==> src/rtl/vga_timing_pkg.sv <==
// vga_timing_pkg: default 800x600@72 timing, coordinate widths and helpers
// shared by the sync generator and the sprite address generators.
package vga_timing_pkg;

  localparam int X_W = 11;
  localparam int Y_W = 10;

  localparam int DEF_H_VISIBLE = 800;
  localparam int DEF_H_FP      = 56;
  localparam int DEF_H_SYNC    = 120;
  localparam int DEF_H_BP      = 64;

  localparam int DEF_V_VISIBLE = 600;
  localparam int DEF_V_FP      = 37;
  localparam int DEF_V_SYNC    = 6;
  localparam int DEF_V_BP      = 23;

  function automatic int span_total(
    input int vis,
    input int fp,
    input int sync,
    input int bp
  );
    return vis + fp + sync + bp;
  endfunction

  localparam int DEF_H_TOTAL =
    span_total(DEF_H_VISIBLE, DEF_H_FP, DEF_H_SYNC, DEF_H_BP);
  localparam int DEF_V_TOTAL =
    span_total(DEF_V_VISIBLE, DEF_V_FP, DEF_V_SYNC, DEF_V_BP);

  localparam int DEF_HS_START = DEF_H_VISIBLE + DEF_H_FP;
  localparam int DEF_HS_END   = DEF_HS_START + DEF_H_SYNC - 1;
  localparam int DEF_VS_START = DEF_V_VISIBLE + DEF_V_FP;
  localparam int DEF_VS_END   = DEF_VS_START + DEF_V_SYNC - 1;

  function automatic logic sync_level(
    input logic on,
    input logic pol
  );
    return on ? pol : ~pol;
  endfunction

endpackage

==> src/rtl/sync_delay_line.sv <==
// sync_delay_line: DEPTH x WIDTH shift register, async reset and
// synchronous flush both load the per-bit idle value RST_VAL.
module sync_delay_line #(
  parameter int               DEPTH   = 2,
  parameter int               WIDTH   = 1,
  parameter logic [WIDTH-1:0] RST_VAL = '0
) (
  input  logic             clk_i,
  input  logic             rst_i,
  input  logic             flush_i,
  input  logic [WIDTH-1:0] d_i,
  output logic [WIDTH-1:0] q_o
);

  logic [WIDTH-1:0] stage_q [DEPTH];
  logic [WIDTH-1:0] stage_d [DEPTH];

  always_comb begin
    for (int i = 0; i < DEPTH; i++) begin
      stage_d[i] = RST_VAL;
    end
    if (!flush_i) begin
      stage_d[0] = d_i;
      for (int i = 1; i < DEPTH; i++) begin
        stage_d[i] = stage_q[i-1];
      end
    end
  end

  always_ff @(posedge clk_i or posedge rst_i) begin
    if (rst_i) begin
      for (int i = 0; i < DEPTH; i++) begin
        stage_q[i] <= RST_VAL;
      end
    end else begin
      for (int i = 0; i < DEPTH; i++) begin
        stage_q[i] <= stage_d[i];
      end
    end
  end

  assign q_o = stage_q[DEPTH-1];

endmodule

==> src/rtl/vga_sync_gen.sv <==
// vga_sync_gen: raster counters with registered active/sync/pulse flags.
// Define SYNC_DELAY_EN to delay hsync/vsync/active by SYNC_DELAY clocks.
module vga_sync_gen
  import vga_timing_pkg::*;
#(
  parameter int H_VISIBLE  = DEF_H_VISIBLE,
  parameter int H_FP       = DEF_H_FP,
  parameter int H_SYNC     = DEF_H_SYNC,
  parameter int H_BP       = DEF_H_BP,
  parameter int V_VISIBLE  = DEF_V_VISIBLE,
  parameter int V_FP       = DEF_V_FP,
  parameter int V_SYNC     = DEF_V_SYNC,
  parameter int V_BP       = DEF_V_BP,
  parameter bit H_POL      = 1'b1,
  parameter bit V_POL      = 1'b1,
  parameter int SYNC_DELAY = 2
) (
  input  logic           clk,
  input  logic           reset,
  input  logic           run,
  output logic [X_W-1:0] p_x,
  output logic [Y_W-1:0] p_y,
  output logic           active,
  output logic           hsync,
  output logic           vsync,
  output logic           line_start,
  output logic           frame_start
);

  localparam int H_TOTAL =
    span_total(H_VISIBLE, H_FP, H_SYNC, H_BP);
  localparam int V_TOTAL =
    span_total(V_VISIBLE, V_FP, V_SYNC, V_BP);

  localparam logic [X_W-1:0] H_LAST =
    X_W'(H_TOTAL - 1);
  localparam logic [X_W-1:0] H_ACT =
    X_W'(H_VISIBLE);
  localparam logic [X_W-1:0] HS_FIRST =
    X_W'(H_VISIBLE + H_FP);
  localparam logic [X_W-1:0] HS_LAST =
    X_W'(H_VISIBLE + H_FP + H_SYNC - 1);

  localparam logic [Y_W-1:0] V_LAST =
    Y_W'(V_TOTAL - 1);
  localparam logic [Y_W-1:0] V_ACT =
    Y_W'(V_VISIBLE);
  localparam logic [Y_W-1:0] VS_FIRST =
    Y_W'(V_VISIBLE + V_FP);
  localparam logic [Y_W-1:0] VS_LAST =
    Y_W'(V_VISIBLE + V_FP + V_SYNC - 1);

`ifdef SYNC_DELAY_EN
  localparam bit DLY_EN = 1'b1;
`else
  localparam bit DLY_EN = 1'b0;
`endif

  logic [X_W-1:0] x_q;
  logic [X_W-1:0] x_d;
  logic [Y_W-1:0] y_q;
  logic [Y_W-1:0] y_d;

  logic act_q;
  logic act_d;
  logic hs_q;
  logic hs_d;
  logic vs_q;
  logic vs_d;
  logic ls_q;
  logic ls_d;
  logic fs_q;
  logic fs_d;

  logic hs_on;
  logic vs_on;

  // run=0 parks the raster at 0,0 rather than freezing it
  always_comb begin
    x_d = '0;
    y_d = '0;
    if (run) begin
      if (x_q == H_LAST) begin
        x_d = '0;
        y_d = (y_q == V_LAST) ? '0 : y_q + 1'b1;
      end else begin
        x_d = x_q + 1'b1;
        y_d = y_q;
      end
    end
  end

  // Decode from the next coordinates so flags line up with p_x/p_y
  always_comb begin
    hs_on = run && (x_d >= HS_FIRST) && (x_d <= HS_LAST);
    vs_on = run && (y_d >= VS_FIRST) && (y_d <= VS_LAST);
    act_d = run && (x_d < H_ACT) && (y_d < V_ACT);
    hs_d  = sync_level(hs_on, H_POL);
    vs_d  = sync_level(vs_on, V_POL);
    ls_d  = run && (x_d == '0);
    fs_d  = ls_d && (y_d == '0);
  end

  always_ff @(posedge clk or posedge reset) begin
    if (reset) begin
      x_q   <= '0;
      y_q   <= '0;
      act_q <= 1'b0;
      hs_q  <= ~H_POL;
      vs_q  <= ~V_POL;
      ls_q  <= 1'b0;
      fs_q  <= 1'b0;
    end else begin
      x_q   <= x_d;
      y_q   <= y_d;
      act_q <= act_d;
      hs_q  <= hs_d;
      vs_q  <= vs_d;
      ls_q  <= ls_d;
      fs_q  <= fs_d;
    end
  end

  assign p_x         = x_q;
  assign p_y         = y_q;
  assign line_start  = ls_q;
  assign frame_start = fs_q;

  // Delay matches the sprite ROM latency; pulses stay undelayed
  if (DLY_EN && SYNC_DELAY > 0) begin : g_dly
    sync_delay_line #(
      .DEPTH   (SYNC_DELAY),
      .WIDTH   (3),
      .RST_VAL ({1'b0, ~H_POL, ~V_POL})
    ) u_dly (
      .clk_i   (clk),
      .rst_i   (reset),
      .flush_i (~run),
      .d_i     ({act_q, hs_q, vs_q}),
      .q_o     ({active, hsync, vsync})
    );
  end else begin : g_nodly
    assign active = act_q;
    assign hsync  = hs_q;
    assign vsync  = vs_q;
  end

endmodule

==> config.mk <==
export PLATFORM = sky130hd
export DESIGN_NAME = vga_sync_gen
export DESIGN_NICKNAME = d
export VERILOG_FILES = /design/src/rtl/vga_timing_pkg.sv /design/src/rtl/sync_delay_line.sv /design/src/rtl/vga_sync_gen.sv
export SDC_FILE = /design/constraint.sdc
export NUM_CORES = 1
export LEC_CHECK = 0
export CAP_MARGIN = 20
export CORE_MARGIN = 5
export CORE_UTILIZATION = 29
export CTS_CLUSTER_DIAMETER = 150
export DETAILED_ROUTE_END_ITERATION = 8
export SYNTH_ARGS = -nofsm -noshare
export SYNTH_HDL_FRONTEND = slang
export SYNTH_SLANG_ARGS = --single-unit
==> constraint.sdc <==
create_clock -name clk -period 2.4 [get_ports clk]
set_clock_uncertainty 0.05 [all_clocks]
set_input_delay 0.48 -clock clk [delete_from_list [all_inputs] [get_ports clk]]
set_output_delay 0.48 -clock clk [all_outputs]
set_load 0.03 [all_outputs]
# Yosys cells after proc, flatten, opt, wreduce, memory -nomap -nowiden
# Index checks and enable logic that the tools add are counted.
[op_classes]
bitwise = 0
div_mod_pow = 0
n_eq_ne = 2
mul = 0
n_shift = 0
reduce_logical = 10
order_cmp = 6
addsub = 2
mux = 7
[op_table]
columns = ["operator", "count"]
rows = [
  ["10-bit 2-to-1 mux", 3],
  ["11-bit 2-to-1 mux", 2],
  ["11-bit by 1-bit adder with 11-bit output (second input constant)", 1],
  ["11-bit == test (second input constant)", 1],
  ["11-bit by 10-bit >= comparator with 1-bit output (second input constant)", 1],
  ["11-bit by 10-bit <= comparator with 1-bit output (second input constant)", 1],
  ["11-bit logical NOT", 1],
  ["11-bit by 10-bit less-than comparator with 1-bit output (second input constant)", 1],
  ["10-bit by 1-bit adder with 10-bit output (second input constant)", 1],
  ["10-bit == test (second input constant)", 1],
  ["10-bit >= comparator (second input constant)", 1],
  ["10-bit <= comparator (second input constant)", 1],
  ["10-bit logical NOT", 1],
  ["10-bit less-than comparator (second input constant)", 1],
  ["1-bit logical AND", 8],
  ["1-bit 2-to-1 mux", 2],
]
[word_totals]
mem_count = 0
latchBits = 0
out_inout_bits = 26
wordCells = 34
romBits = 0
in_bits = 3
ramBits = 0
ff_bits = 26

# Logic depth before layout (Yosys ltp)
# Gate-level depths: netlist of the first run.
[logic_depth]
word_depth = 8
mapped_depth = 8
depth_no_buf = 8

# Worst setup path before layout of the first run
# OpenSTA, ideal clock, no wires.
[synth_path]
path_type = "register to register"
from = "reg x_q[9] (netlist: p_x[9])"
to = "reg fs_q (netlist: frame_start)"
synth_period_minus_slack_ns = 2.766
arrival_ns = 2.585
required_ns = 2.220
slack_ns = -0.366
setup_time_ns = 0.130
path_stages_with_launch = 9
path_cell_list = "dfrtp_1 > buf_6 > or4b_4 > or4_4 > buf_6 > nor4_4 > o31ai_1 > a221oi_1 > nor3b_1"
[synth_between]
elab_chain_len = 6
word_cells_on_any_way = 10
classes_between = "add/sub (1); eq/ne (1); mux (4); reduce/logical (4)"
[synth_rtl]
columns = ["element", "line_no", "text"]
rows = [
  ["from (decl)", "vga_sync_gen.sv:59", "logic [X_W-1:0] x_q;"],
  ["from (signal assigned)", "vga_sync_gen.sv:106", "x_q <= '0;"],
  ["from (signal assigned)", "vga_sync_gen.sv:114", "x_q <= x_d;"],
  ["11-bit by 1-bit adder with 11-bit output or 11-bit == test (tied branches)", "vga_sync_gen.sv:87, vga_sync_gen.sv:83", ""],
  ["11-bit 2-to-1 mux", "vga_sync_gen.sv:83", "if (x_q == H_LAST) begin"],
  ["11-bit 2-to-1 mux", "vga_sync_gen.sv:82", "if (run) begin"],
  ["11-bit logical NOT", "vga_sync_gen.sv:100", "ls_d = run && (x_d == '0);"],
  ["1-bit logical AND", "vga_sync_gen.sv:100", ""],
  ["1-bit logical AND *", "vga_sync_gen.sv:101", "fs_d = ls_d && (y_d == '0);"],
  ["named net fs_d", "vga_sync_gen.sv:73", "logic fs_d;"],
  ["to (signal assigned)", "vga_sync_gen.sv:120", "fs_q <= fs_d;"],
  ["to (decl)", "vga_sync_gen.sv:72", "logic fs_q;"],
]
# Mark *: on every way through the listed nets, which the timed path passes. The rest lies on a longest branch.

# Final worst setup path of the first run
[layout_path]
from = "reg x_q[5] (netlist: p_x[5])"
to = "reg vs_q (netlist: vsync)"
[layout_between]
elab_chain_len = 7
word_cells_on_any_way = 8
classes_between = "order compare (2); eq/ne (1); mux (3); reduce/logical (2)"
[layout_rtl]
columns = ["element", "line_no", "text"]
rows = [
  ["11-bit == test *", "vga_sync_gen.sv:83", ""],
  ["10-bit 2-to-1 mux *", "vga_sync_gen.sv:83", ""],
  ["10-bit 2-to-1 mux *", "vga_sync_gen.sv:82", ""],
  ["10-bit >= comparator", "vga_sync_gen.sv:96", "vs_on = run && (y_d >= VS_FIRST) && (y_d <= VS_LAST);"],
  ["1-bit logical AND", "vga_sync_gen.sv:96", ""],
  ["1-bit logical AND *", "vga_sync_gen.sv:96", ""],
  ["1-bit 2-to-1 mux *", "vga_timing_pkg.sv:41", "return on ? pol : ~pol;"],
  ["named net vs_d", "vga_sync_gen.sv:69", "logic vs_d;"],
  ["to (signal assigned)", "vga_sync_gen.sv:110", "vs_q <= ~V_POL;"],
  ["to (signal assigned)", "vga_sync_gen.sv:118", "vs_q <= vs_d;"],
  ["to (decl)", "vga_sync_gen.sv:68", "logic vs_q;"],
]
# Marked as above.

==> results of run 1 <==
-- power by group through the flow --
stage / Sequential [uW] / Clock (uW) / Combinational (uW)
after detailed placement: 458 / 0 / 98.7
after global routing: 450 / 397 / 109
final: 449 / 370 / 99.4
after CTS: 450 / 383 / 100
after floorplan: 478 / 0 / 30.2
after global placement: 458 / 0 / 98.8
-- layer usage --
layer | share of wire, % | up-vias | GRT usage (%)
li1 | - | 866 | -
met1 | 47 | 856 | 17.2
met2 | 46 | 52 | 19.3
met3 | 4.3 | 13 | 1.58
met4 | 2.4 | 0 | 5.21
met5 | 0 | - | 0
-- final timing paths --
kind / depth (start not counted) / endpoint
worst max-delay path: 6 / vsync$_DFF_PP0_
worst min-delay path: 3 / line_start$_DFF_PP0_
worst max register to register: 6 / vsync$_DFF_PP0_
worst min register to register: 2 / hsync$_DFF_PP0_
max in group asynchronous: 3 / p_x[7]$_DFF_PP0_
min in group clk: 2 / hsync$_DFF_PP0_
-- kinds of logic after synthesis --
logic type | count (synthesis) | share of synthesized area, %
AND/OR/NAND/NOR | 102 | 31.7
adder cells (fa/ha/maj) | 3 | 2.00
buffers and inverters | 20 | 7.07
AO/OA/AOI/OAI | 39 | 15.3
XOR/XNOR | 20 | 9.33
flip-flops | 26 | 34.7
-- through the flow --
| stage | setup slack (ns) | power [uW] | hold slack, ns |
|---|---|---|---|
| after floorplan | -0.194 | 509 | 0.470 |
| after global placement | -0.0103 | 557 | 0.531 |
| after detailed placement | -0.00688 | 557 | 0.521 |
| after CTS | -0.0182 | 933 | 0.501 |
| after global routing | -0.109 | 956 | 0.526 |
| final | -0.0464 | 919 | 0.492 |
-- placed cells by master, fill, tap and decap left out, types with 3 or more instances in the layout --
master | Yosys | final
sky130_fd_sc_hd__buf_4 | 1 | 31
sky130_fd_sc_hd__clkdlybuf4s50_1 | 0 | 28
sky130_fd_sc_hd__nor2_1 | 22 | 21
sky130_fd_sc_hd__dfrtp_1 | 26 | 20
sky130_fd_sc_hd__nand2_1 | 18 | 18
sky130_fd_sc_hd__xnor2_1 | 12 | 11
sky130_fd_sc_hd__nor3_1 | 10 | 9
sky130_fd_sc_hd__nand3_1 | 9 | 9
sky130_fd_sc_hd__xor2_1 | 8 | 8
sky130_fd_sc_hd__nand4_1 | 8 | 8
sky130_fd_sc_hd__o21ai_0 | 8 | 8
sky130_fd_sc_hd__inv_1 | 6 | 6
sky130_fd_sc_hd__and2_1 | 6 | 6
sky130_fd_sc_hd__dfrtp_2 | 0 | 6
sky130_fd_sc_hd__nor4_1 | 5 | 4
sky130_fd_sc_hd__a21oi_1 | 4 | 4
sky130_fd_sc_hd__o21a_1 | 3 | 3
sky130_fd_sc_hd__nor3b_1 | 3 | 3
sky130_fd_sc_hd__ha_1 | 3 | 3
sky130_fd_sc_hd__clkbuf_8 | 3 | 3
-- state kept, by name (all words and copies together) (netlist names) --
name	flops
hsync	1
p_y	10
frame_start	1
vsync	1
line_start	1
active	1
p_x	11
-- repair_timing --
item,4_1_cts,5_1_grt
setup endpoints to repair,3,4
setup buffers,2,0
pin swaps,3,3
hold buffers,0,0
gates resized for setup,1,4
-- cell type report --
cell class	count	area (sq um)	area share [%]
timing repair buffer	59	513	20.6
sequential	26	658	26.4
clock inverter	1	30.0	1.20
tap	77	96.3	3.86
multi-input combinational	164	1130	45.5
inverter	6	22.5	0.902
clock buffer	3	41.3	1.65
-- worst max-delay path: cells and delay by family, from the launching register on --
kind               cells  cell delay, ns
and+or+nand+nor        4            1.46
AOI/OAI and AO/OA      2            0.44
DFF                    1            0.39
==> results summary, run 1 <==
The worst setup path is launched from a flip-flop. At the end of routability-driven placement, the weighted congestion stood at 0.918. For this run, the leading register cell type out of synthesis is sky130_fd_sc_hd__dfrtp_1. The maximum buffer depth of the clock tree is 2. The path type of the worst min-delay path is input pin to async pin.

The core occupancy in the finished layout is 39.5%. The row count is 29. By startpoint and endpoint, the worst setup path is classified as flip-flop to flip-flop. The post-synthesis net count is 216.

The repair_antennas step left the layout with diodes totalling 0. The combinational share of power came out at a little over a tenth. The clock tree from TritonCTS is yes. The max-slew violation count came out at 0. The endpoint arrival time on the critical path came out at 2.57 ns.

The per-instance average area after synthesis is 8.94 sq um. The first-iteration detailed-routing DRC count is 119. The register area share after synthesis is a little over a third. The cell area power density is between 300 and 400 nW/um^2. The pin slew with the least headroom to its limit came out at 0.661 ns. The total negative slack is -0.0486 ns. The core footprint is 6310 sq um. The minimum setup slack in the final design is -0.0464 ns. By instance count, the leading cell after synthesis is sky130_fd_sc_hd__dfrtp_1. The cell area that synthesis handed to floorplanning was 1880 sq um.

In the routed design, unresolved DRC markers number 0. The cell total after placement is 330. The starting density of the core came out at between 20% and 30%.

The number of inserted filler cells in the final layout came out at around 660. The number of hold violations in the final report is 0. The clock network latency to the later pin of the worst-skew pair came out at ~0.27 ns. The first global-routing pass estimated 8.64 mm of wire.

The post-synthesis cell count came out at 210. For this design the top-level I/O count stands at 29. The total grt overflow is 0.

The reg2reg setup slack came out at -0.05 ns. The number of sinks driven by the clock tree is 26. The placed standard-cell area is 2380 sq um.

From bottom edge to top edge, the die measures 90.4 um. The share of the synthesized area in the top cell type is 34.7%. TritonCTS created 3 clock buffers. The number of antenna violations at the first check in global routing is 0.

The run finished, with violations left. The remaining max-slew budget at the tightest pin is 55.3%. The remaining antenna violation count after routing is 0. The final setup violation count is 2.

The final reports fail on negative setup slack. In this run the tool buffered the top-level ports with 28 buffer cells. Net switching is 22.6% of the power. The power dissipated by switching net loads is 208 uW. The data required time at the worst endpoint is 2.52 ns. The number of enable-type register cells in the synthesized netlist came out at 0. The count of maximum capacitance violations came out at 0. The sequential fraction of design power is approximately half. The internal power of the cells totals 711 uW. The total half-perimeter wirelength after legalization and detailed placement is 3.80 mm. The final net count came out at 266.

The maximum frequency from static timing analysis is 0.409 GHz. The area growth from synthesis to layout came out at 33.0%. The startpoint identified for the worst register-to-register timing path is p_x[5]$_DFF_PP0_. The die span in x came out at between 90 and 100 um. The deepest level of the CTS H-tree came out at 1.

Wires add up to 5.15 mm. The critical path starts at p_x[5]$_DFF_PP0_. The maximum single-stage delay on the critical path is 0.59 ns.

In the global route stage, overall resource usage came out at 12.4%. The routed layout has 1,787 vias. The post-layout minimum cycle time came out at 2.45 ns.

Entering global routing, the biggest net connects 27 pins. The number of warnings printed during yosys synthesis is 0. The post-route fraction of the period consumed by the critical path came out at 102%. The cell area after layout is 2500 sq um. The tree is rooted in a sky130_fd_sc_hd__clkbuf_8.

Setup repair after global routing could not meet its margin everywhere. Dividing the detail-routed wire length by the instance count gives 15.3 um. The clock network burns 40.3% of the power. The area of the die came out at between 8000 and 9000 sq um. The async set-reset flop share out of synthesis is 100%. Counting instances in the post-synthesis netlist gives the leading cell types as sky130_fd_sc_hd__dfrtp_1 (26), sky130_fd_sc_hd__nor2_1 (22), sky130_fd_sc_hd__nand2_1 (18). The ratio of routed vias to standard cells came out at around 5.3. The signal on the critical path passes through or4b_4 -> or4_4 -> o21a_1 -> nor2_2 -> and4bb_2 -> o211a_1.

The worst setup path is captured at a flip-flop. The share of post-route cells with drive strength above 1 is roughly 23%. The worst-path cell with the longest stage delay is sky130_fd_sc_hd__or4b_4. Counting flops and latches in the post-synthesis netlist gives 26. Ranked by total cell area, the synthesized netlist is headed by sky130_fd_sc_hd__dfrtp_1 (35%), sky130_fd_sc_hd__xnor2_1 (5.6%), sky130_fd_sc_hd__nor2_1 (4.4%), sky130_fd_sc_hd__xor2_1 (3.7%), sky130_fd_sc_hd__nand2_1 (3.6%). IR analysis of the VDD net gives a maximum drop of 0.000194 V.

The leakage component of the power is approximately 0.0010 uW. The CTS clock-pin slew for the worst setup and hold paths came out at 0.10 ns. The final cell count without fillers is 336. Summed over all instances, the cell type with the most area after synthesis is sky130_fd_sc_hd__dfrtp_1. In this run, distinct cell masters in the synthesized netlist total 57.

The number of global-route vias before repair came out at 1,782. In this run the worst path has a maximum fanout of 6. The detailed-routing iteration count for the pre-antenna-repair pass is 4.
(Power assumes the default switching activity.)
==> run 2: changes to the inputs <==
Settings changed: SLEW_MARGIN from default to 15.
==> results of run 2 <==
Same layout as run 1: the final DEF is identical, and so are final timing and power.
